File: src/rtl/r22sdf_ctrl_if.sv
// Stream-side signals of the radix-2^2 SDF FFT sequencer.
// The sequencer is the slave; the sample source and pipeline datapath form the master.
interface r22sdf_ctrl_if #(
    parameter int N_LOG2 = 8
);
    localparam int NSTAGE = N_LOG2 / 2;

    logic                       sync_in;
    logic                       din_valid;
    logic [NSTAGE-1:0]          bf1_ctrl;
    logic [2*NSTAGE-1:0]        bf2_ctrl;
    logic [NSTAGE*N_LOG2-1:0]   tw_addr;
    logic                       dout_valid;
    logic                       dout_last;
    logic                       busy;
    logic                       err;

    modport master (
        output sync_in,
        output din_valid,
        input  bf1_ctrl,
        input  bf2_ctrl,
        input  tw_addr,
        input  dout_valid,
        input  dout_last,
        input  busy,
        input  err
    );

    modport slave (
        input  sync_in,
        input  din_valid,
        output bf1_ctrl,
        output bf2_ctrl,
        output tw_addr,
        output dout_valid,
        output dout_last,
        output busy,
        output err
    );
endinterface

File: src/rtl/r22sdf_ctrl.sv
// Control sequencer for a radix-2^2 single-delay-feedback FFT pipeline:
// per-stage butterfly/twiddle controls, frame tracking, flush and output valid.
module r22sdf_ctrl #(
    parameter int N_LOG2    = 8,
    parameter int STAGE_LAT = 1,
    parameter int OUT_LAT   = 256
) (
    input  logic           clk,
    input  logic           rst_n,
    r22sdf_ctrl_if.slave   bus
);
    localparam int NSTAGE = N_LOG2 / 2;
    localparam int FW     = $clog2(OUT_LAT + 1);

    localparam logic [1:0] IDLE  = 2'd0;
    localparam logic [1:0] RUN   = 2'd1;
    localparam logic [1:0] FLUSH = 2'd2;

    localparam logic [N_LOG2-1:0] CNT_ONE  = N_LOG2'(1);
    localparam logic [N_LOG2-1:0] CNT_LAST = '1;
    localparam logic [FW-1:0]     FL_ONE   = FW'(1);
    localparam logic [FW-1:0]     FL_END   = FW'(OUT_LAT - 1);

    logic [1:0]        state;
    logic [1:0]        state_nxt;
    logic [N_LOG2-1:0] cnt;
    logic [N_LOG2-1:0] cnt_nxt;
    logic [N_LOG2-1:0] cnt_cur;
    logic [FW-1:0]     fcnt;
    logic [FW-1:0]     fcnt_nxt;
    logic              err_nxt;
    logic              err_q;
    logic              accept;
    logic              cnt_nz;
    logic              vin;
    logic              lin;

    assign accept  = bus.sync_in & bus.din_valid;
    assign cnt_nz  = (cnt != '0);
    // A sample accepted with sync is count 0 whatever the counter holds.
    assign cnt_cur = accept ? '0 : cnt;

    always_comb begin
        state_nxt = state;
        cnt_nxt   = cnt;
        fcnt_nxt  = fcnt;
        err_nxt   = 1'b0;
        unique case (state)
            IDLE: begin
                if (accept) begin
                    state_nxt = RUN;
                    cnt_nxt   = CNT_ONE;
                end
            end
            RUN: begin
                if (accept) begin
                    cnt_nxt = CNT_ONE;
                    err_nxt = cnt_nz;
                end else if (!bus.din_valid) begin
                    state_nxt = FLUSH;
                    fcnt_nxt  = '0;
                    cnt_nxt   = cnt + CNT_ONE;
                    err_nxt   = cnt_nz;
                end else begin
                    cnt_nxt = cnt + CNT_ONE;
                end
            end
            FLUSH: begin
                cnt_nxt = cnt + CNT_ONE;
                if (accept) begin
                    state_nxt = RUN;
                    cnt_nxt   = CNT_ONE;
                end else if (fcnt == FL_END) begin
                    state_nxt = IDLE;
                end else begin
                    fcnt_nxt = fcnt + FL_ONE;
                end
            end
            default: begin
                state_nxt = IDLE;
            end
        endcase
    end

    always_ff @(posedge clk or negedge rst_n) begin
        if (!rst_n) begin
            state <= IDLE;
            cnt   <= '0;
            fcnt  <= '0;
            err_q <= 1'b0;
        end else begin
            state <= state_nxt;
            cnt   <= cnt_nxt;
            fcnt  <= fcnt_nxt;
            err_q <= err_nxt;
        end
    end

    logic [NSTAGE-1:0]        bf1_d;
    logic [NSTAGE-1:0]        bf1_q;
    logic [2*NSTAGE-1:0]      bf2_d;
    logic [2*NSTAGE-1:0]      bf2_q;
    logic [NSTAGE*N_LOG2-1:0] tw_d;
    logic [NSTAGE*N_LOG2-1:0] tw_q;

    for (genvar k = 0; k < NSTAGE; k++) begin : g_stage
        localparam int W = N_LOG2 - 2 * k;
        localparam int M = W - 1;

        logic [W-1:0] ck;

        // Later stages see the same sample k*STAGE_LAT cycles later.
        assign ck = cnt_cur[W-1:0] - W'(k * STAGE_LAT);

        assign bf1_d[k]       = ck[M];
        assign bf2_d[2*k]     = ck[M-1];
        assign bf2_d[2*k + 1] = ~(ck[M] & ck[M-1]);

        if (W > 2) begin : g_tw
            logic [N_LOG2-1:0] scale;
            logic [N_LOG2-1:0] low;

            assign scale = {{(N_LOG2-2){1'b0}}, ck[M-1], ck[M]};
            assign low   = {{(N_LOG2-W+2){1'b0}}, ck[M-2:0]};
            assign tw_d[k*N_LOG2 +: N_LOG2] = scale * low;
        end else begin : g_tw0
            assign tw_d[k*N_LOG2 +: N_LOG2] = '0;
        end
    end

    always_ff @(posedge clk or negedge rst_n) begin
        if (!rst_n) begin
            bf1_q <= '0;
            bf2_q <= '0;
            tw_q  <= '0;
        end else if (state_nxt != IDLE) begin
            bf1_q <= bf1_d;
            bf2_q <= bf2_d;
            tw_q  <= tw_d;
        end else begin
            bf1_q <= '0;
            bf2_q <= '0;
            tw_q  <= '0;
        end
    end

    assign vin = bus.din_valid & ((state != IDLE) | bus.sync_in);
    assign lin = vin & (cnt_cur == CNT_LAST);

    logic [OUT_LAT-1:0] vsr;
    logic [OUT_LAT-1:0] lsr;

    // The delay line keeps shifting in IDLE so the pipeline tail drains.
    if (OUT_LAT == 1) begin : g_d1
        always_ff @(posedge clk or negedge rst_n) begin
            if (!rst_n) begin
                vsr <= '0;
                lsr <= '0;
            end else begin
                vsr <= vin;
                lsr <= lin;
            end
        end
    end else begin : g_dn
        always_ff @(posedge clk or negedge rst_n) begin
            if (!rst_n) begin
                vsr <= '0;
                lsr <= '0;
            end else begin
                vsr <= {vsr[OUT_LAT-2:0], vin};
                lsr <= {lsr[OUT_LAT-2:0], lin};
            end
        end
    end

    assign bus.bf1_ctrl   = bf1_q;
    assign bus.bf2_ctrl   = bf2_q;
    assign bus.tw_addr    = tw_q;
    assign bus.dout_valid = vsr[OUT_LAT-1];
    assign bus.dout_last  = lsr[OUT_LAT-1];
    assign bus.busy       = (state != IDLE);
    assign bus.err        = err_q;
endmodule
File: src/flat_wrapper.sv
// flat-port wrapper written by rule: the top's interface ports become plain ports
module r22sdf_ctrl_flat 
#(
    parameter int N_LOG2    = 8,
    parameter int STAGE_LAT = 1,
    parameter int OUT_LAT   = 256
)
  (clk, rst_n, bus_sync_in, bus_din_valid, bus_bf1_ctrl, bus_bf2_ctrl, bus_tw_addr, bus_dout_valid, bus_dout_last, bus_busy, bus_err);
  r22sdf_ctrl_if #(.N_LOG2(N_LOG2)) bus_i ();
  input  logic clk;
  input  logic rst_n;
  input wire logic [$bits(bus_i.sync_in)-1:0] bus_sync_in;
  input wire logic [$bits(bus_i.din_valid)-1:0] bus_din_valid;
  output wire logic [$bits(bus_i.bf1_ctrl)-1:0] bus_bf1_ctrl;
  output wire logic [$bits(bus_i.bf2_ctrl)-1:0] bus_bf2_ctrl;
  output wire logic [$bits(bus_i.tw_addr)-1:0] bus_tw_addr;
  output wire logic [$bits(bus_i.dout_valid)-1:0] bus_dout_valid;
  output wire logic [$bits(bus_i.dout_last)-1:0] bus_dout_last;
  output wire logic [$bits(bus_i.busy)-1:0] bus_busy;
  output wire logic [$bits(bus_i.err)-1:0] bus_err;
  assign bus_i.sync_in = bus_sync_in;
  assign bus_i.din_valid = bus_din_valid;
  assign bus_bf1_ctrl = bus_i.bf1_ctrl;
  assign bus_bf2_ctrl = bus_i.bf2_ctrl;
  assign bus_tw_addr = bus_i.tw_addr;
  assign bus_dout_valid = bus_i.dout_valid;
  assign bus_dout_last = bus_i.dout_last;
  assign bus_busy = bus_i.busy;
  assign bus_err = bus_i.err;
  r22sdf_ctrl #(.N_LOG2(N_LOG2), .STAGE_LAT(STAGE_LAT), .OUT_LAT(OUT_LAT)) u_core (.clk(clk), .rst_n(rst_n), .bus(bus_i));
endmodule
File: config.mk
export PLATFORM = sky130hd
export DESIGN_NAME = r22sdf_ctrl_flat
export DESIGN_NICKNAME = d
export VERILOG_FILES = /design/src/rtl/r22sdf_ctrl_if.sv /design/src/rtl/r22sdf_ctrl.sv /design/src/flat_wrapper.sv
export SDC_FILE = /design/constraint.sdc
export NUM_CORES = 1
export LEC_CHECK = 0
export BUFFER_PORTS_ARGS = -buffer_cell sky130_fd_sc_hd__clkbuf_2
export CORE_MARGIN = 2
export CORE_UTILIZATION = 64
export CTS_CLUSTER_SIZE = 20
export DETAILED_ROUTE_END_ITERATION = 7
export GPL_TIMING_DRIVEN = 0
export PLACE_DENSITY = 0.9
export SYNTH_ARGS = -nofsm -noshare
export SYNTH_HDL_FRONTEND = slang
export SYNTH_SLANG_ARGS = --single-unit
export TNS_END_PERCENT = 5
File: constraint.sdc
create_clock -name clk -period 8.8 [get_ports clk]
set_input_delay 1.76 -clock clk [delete_from_list [all_inputs] [get_ports clk]]
set_output_delay 1.76 -clock clk [all_outputs]
set_load 0.02 [all_outputs]
[Word-level counts from Yosys, hierarchy flattened]
Index checks and enable logic that the tools add are counted.
Word-level totals
  output and inout bits: 48
  register bits after elaboration: 564
  bits of input ports: 4
Cells by class
  bitwise logic cells: 12
  multipliers: 3
  add/sub/neg operators: 5
  equality and inequality tests: 9
  reduce and logical (&&, ||, !) cells: 9
  multiplexer cells: 21
Operator list (number)
  two-way mux 9 bit: 4
  two-way mux 8 bit: 4
  two-way mux 20 bit: 1
  one-hot mux 9 bit (2 select lines): 1
  one-hot mux 8 bit (2 select lines): 1
  two-way mux 2 bit: 5
  adder 9 x 1 -> 9 bit, second input constant: 1
  equality test 9 x 8 -> 1 bit, second input constant: 1
  adder 8 x 1 -> 8 bit, second input constant: 1
  equality test 8 bit, second input constant: 1
  multiplier 2 x 6 -> 8 bit: 1
  != test 2 bit, second input constant: 4
  nonzero test 2 bit: 4
  nonzero test 8 bit: 1
  AND 1 bit: 7
  multiplier 2 x 4 -> 6 bit: 1
  one-hot mux 2 bit (3 select lines): 1
  subtractor 6 x 1 -> 6 bit, second input constant: 1
  AND reduction 5 bit: 1
  multiplier 2 x 2 -> 4 bit: 1
  two-way mux 4 bit: 1
  inverter 1 bit: 4
  subtractor 4 x 2 -> 4 bit, second input constant: 1
  two-way mux 1 bit: 3
  8 further kinds: 8

[Depth between registers and ports, before layout]
  depth in word-level cells: 6
  depth in mapped cells: 15
  mapped depth without buffers: 13

[Worst setup path before layout]
OpenSTA, ideal clock, no wires.
  path kind: input to register
  start point: input port bus_sync_in
  end point: register u_core.tw_q[12], in the netlist u_core.bus.tw_addr[12]
  data arrival time: 4.261 ns
  slack: 4.420 ns
  cell stages on the path: 15
  cells stage by stage: nand2_2 buf_6 clkbuf_1 nand2_1 ha_1 a2111o_1 nor2_1 xor2_1 a21oi_1 nor2_1 ha_1 a21o_1 a21oi_1 xnor2_1 nor2_2
Between the ends
  cells in the longest elaborated chain, start to end: 5
  elaborated cells on any way between the ends: 10
  those cells by class: 1 x add/sub; 1 x mul; 6 x mux; 1 x bitwise; 1 x reduce/logical
RTL lines
  start: declaration: RTL line flat_wrapper.sv:12  | input wire logic [$bits(bus_i.sync_in)-1:0] bus_sync_in;
  AND 1 bit *: RTL line r22sdf_ctrl.sv:38  | assign accept = bus.sync_in & bus.din_valid;
  two-way mux 8 bit, or another cell as far along: RTL line r22sdf_ctrl.sv:41  | assign cnt_cur = accept ? '0 : cnt;
  subtractor 6 x 1 -> 6 bit / one-hot mux 2 bit (3 select lines) (equally long branches): RTL line r22sdf_ctrl.sv:113, r22sdf_ctrl.sv:48
  multiplier 2 x 4 -> 6 bit / nonzero test 2 bit (equally long branches): RTL line r22sdf_ctrl.sv:125, r22sdf_ctrl.sv:136
  two-way mux 20 bit *: RTL line r22sdf_ctrl.sv:136  | end else if (state_nxt != IDLE) begin
  end signal: assignment: RTL line r22sdf_ctrl.sv:139  | tw_q <= tw_d;
  end: declaration: RTL line r22sdf_ctrl.sv:104  | logic [NSTAGE*N_LOG2-1:0] tw_q;
Every way passes the cells marked *; elsewhere a longest branch is shown, timed or not.
A chain may end at the register's enable or synchronous reset.

[Worst setup path in the final report]
  start point: input port bus_sync_in
  end point: register u_core.tw_q[13], in the netlist u_core.bus.tw_addr[13]
The elaborated chain is that of the path after synthesis.

==> results.yml <==
sta:
  whs_ns: 0.324
  fin_crit_ns: 5.04
  finalSetupViolations: 0
  slew_violations: 0
  skew_ns: 0.0334
  fmax_mhz: 198
  rsz0062_at_grt: "no"
  worst_slew_pin_slew_ns: 0.990
  hold_viol_final: 0
  maxSlewHeadroom_pct: 33.2
  finalCritPeriodShare_pct: 57.3
  fin_tns_setup_ns: 0
final_layout:
  multi_input_area_um2: 1470
  num-fill-cells: 1158
  nets: 963
  area_growth_pct: 15.0
  drive_gt1_share_pct: 14.5
  regArea_um2: 14100
worst_setup_path:
  cp_cell_sequence: "clkbuf_2, nand2_2, buf_6, clkbuf_1, nand2_1, ha_1, a2111o_1, nor2_1, xor2_1, a21oi_1, nor2_1, ha_1, fa_1, a21oi_1, nor3_1"
  crit_path_start_kind: "input port"
  crit_family: "compound AO/OA/AOI/OAI gates"
  critPathMaxStageDelay_ns: 0.50
  cp_max_fo: 10
  worst_path_max_delay_cell: "a21oi_1"
  arrival_ns: 5.45
  endpoint_kind: "flip-flop"
  path_buf_inv: 3
  required_ns: 9.21
  criticalPathCategory: "in -> reg"
synth:
  synthArstFlopShare_pct: 100
  syn_area_per_cell_um2: 19.0
  synthesis.area_um2: 15700
  ys_seq_area_share_pct: 89.4
  yosysUniqueCellTypes: 47
  synth_top_flop_cell: "dfrtp_1"
  ys_warn_count: 0
  synth_edf_count: 0
  synth_seq_cells: 562
  syn_inst: 828
grt:
  track_usage_pct: 29.7
  grt.overflow.total: 0
  grt_pass1_wl_mm: 55.5
  antenna_found_initial: 2
  grt_max_degree: 127
  first_global_vias: 8460
drt:
  totalWireLength_mm: 35.5
  drt_iter0_drc: 1035
  via_per_inst: 5.80
  dr.pass1.iters: 7
  route.detailed.drc: 0
  routedWlPerCell_um: 27.4
  vias: 7502
  ant_nets: 0
clock_network:
  cts_tree: "yes"
  cts_buffers: 50
  postCtsSetupBuffers: 0
  clockBufferDepth: 3
  clk_latency_ns: 0.58
  cts_resized: 0
  clk_pin_slew_worst_paths_ns: 0.10
  hold_buffers: 0
  clockRootBuffer: "clkbuf_16"
  htree_levels: 2
  cts.sinks: 562
placement:
  dpl.hpwl_mm: 15.5
  gp_congestion: 0.859
  io_buffers: 37
floorplanning:
  io_pins: 52
  core-area_um2: 24200
  fp.dieW_um: 161
  rows: 57
  initial_utilization_pct: 64.9
  die_y_um: 161
  die-area_um2: 25800
power:
  ir_worst_vdd_uv: 281
  finalPower_mw: 5.61
  leakage_nw: 9.61
  power.density_nw_per_um2: 310
job:
  max_cap_viol_count: 0
min_path:
  hold_path.class: "reg -> reg"
status:
  status: "finished, final reports clean"
-- cells in the mapped netlist (2+ instances only) --
cell      count  share of area (%)
dfrtp_1     562                 89
nor2_1       39               0.93
ha_1         22                1.8
a21oi_1      20               0.64
nand2_1      18               0.43
buf_4        15               0.72
inv_1        15               0.36
nand3_1      15               0.48
nor3_1       15               0.48
o21ai_0      15               0.48
and3_1       11               0.44
and2_1        8               0.32
clkbuf_1      8               0.19
xnor2_1       8               0.45
xor2_1        6               0.33
buf_2         5               0.16
a211oi_1      4               0.19
a21o_1        3               0.14
a31oi_1       3               0.12
nor2b_1       3               0.12
o211ai_1      3               0.14
o22ai_1       3               0.12
fa_1          2               0.25
nand4_1       2              0.080
-- worst reg2reg max path, delay by kind of cell (launching register included) --
kind	cells	cell delay, ns
simple gates	4	0.58
fa+ha+maj	3	0.94
flops	1	0.45
compound gates	3	1.17
xor+xnor	1	0.09
buf+inv	1	0.34
-- worst paths after layout --
path / slack, ns / endpoint / startpoint / cells past startpoint
min reg2reg: 0.32 / u_core.lsr[74]$_DFF_PN0_ / u_core.lsr[73]$_DFF_PN0_ / 0
min: 0.32 / u_core.lsr[74]$_DFF_PN0_ / u_core.lsr[73]$_DFF_PN0_ / 0
max reg2reg: 5.09 / u_core.bus.tw_addr[13]$_DFF_PN0_ / u_core.cnt[2]$_DFFE_PN0P_ / 12
max: 3.76 / u_core.bus.tw_addr[13]$_DFF_PN0_ / bus_sync_in / 15
max in group asynchronous: 5.79 / u_core.bus.bf1_ctrl[0]$_DFF_PN0_ / rst_n / 4
min in group asynchronous: 1.18 / u_core.vsr[72]$_DFF_PN0_ / rst_n / 1
-- area by class of cell --
class,instances,share of cell area (%)
clock buffers,79,8.35
clock inverters,6,0.339
repair buffers,42,1.83
plain buffers,30,1.01
multi-input cells,234,8.15
well taps,324,2.24
flip-flops and latches,562,77.7
diodes,2,0.0277
inverters,15,0.311
-- through the flow --
stage	worst slack (ns)	utilization (%)	cell area [um^2]	std cells
floorplan	4.42	-	15800	841
global placement	-5.32	67.5	16400	1202
detailed placement	3.73	68.1	16500	1207
CTS	3.97	74.6	18100	1292
global route	3.75	74.6	18100	1292
finish	3.76	74.6	18100	1294
-- report_power, final --
part / switching, mW / internal [mW] / leakage (nW)
sequential: 0.0670 / 2.69 / 7.74
combinational: 0.501 / 0.193 / 1.10
clock: 0.960 / 1.20 / 0.770
-- registers in the layout, summed over array words and instances (netlist names) --
signal and count:
u_core.bus.bf1_ctrl 4, u_core.bus.bf2_ctrl 8, u_core.bus.err 1, u_core.bus.tw_addr 18
u_core.cnt 8, u_core.fcnt 9, u_core.lsr 256, u_core.state 2
u_core.vsr 256
-- placed cells by master, fill, tap and decap left out, drive strengths merged, types with 4 or more instances in the layout --
master,Yosys,final
dfrtp,562,562
clkbuf,8,124
nor2,40,40
buf,22,27
ha,22,22
a21oi,20,20
nand2,19,19
inv,15,16
nand3,15,15
o21ai,15,15
nor3,15,15
conb,1,14
and3,11,11
and2,9,9
xnor2,8,8
xor2,6,6
a211oi,4,4
-- routing by layer --
layer / part of all wire, % / GRT usage [%] / vias up
met3: 7.9 / 6.38 / 189
met2: 48 / 46.6 / 539
met1: 39 / 42.5 / 3932
li1: - / - / 2840
met5: 0.039 / 0 / -
met4: 5.0 / 11.2 / 2
-- cell families after synthesis --
group / after synthesis / synth area share [%]
flops: 562 / 89.4
simple gates: 121 / 3.79
compound gates: 59 / 2.33
buf+inv: 45 / 1.52
fa+ha+maj: 24 / 2.00
xor+xnor: 14 / 0.780
mux: 2 / 0.135
other cells: 1 / 0.0238
No activity file was read; power rests on OpenSTA's default activity.
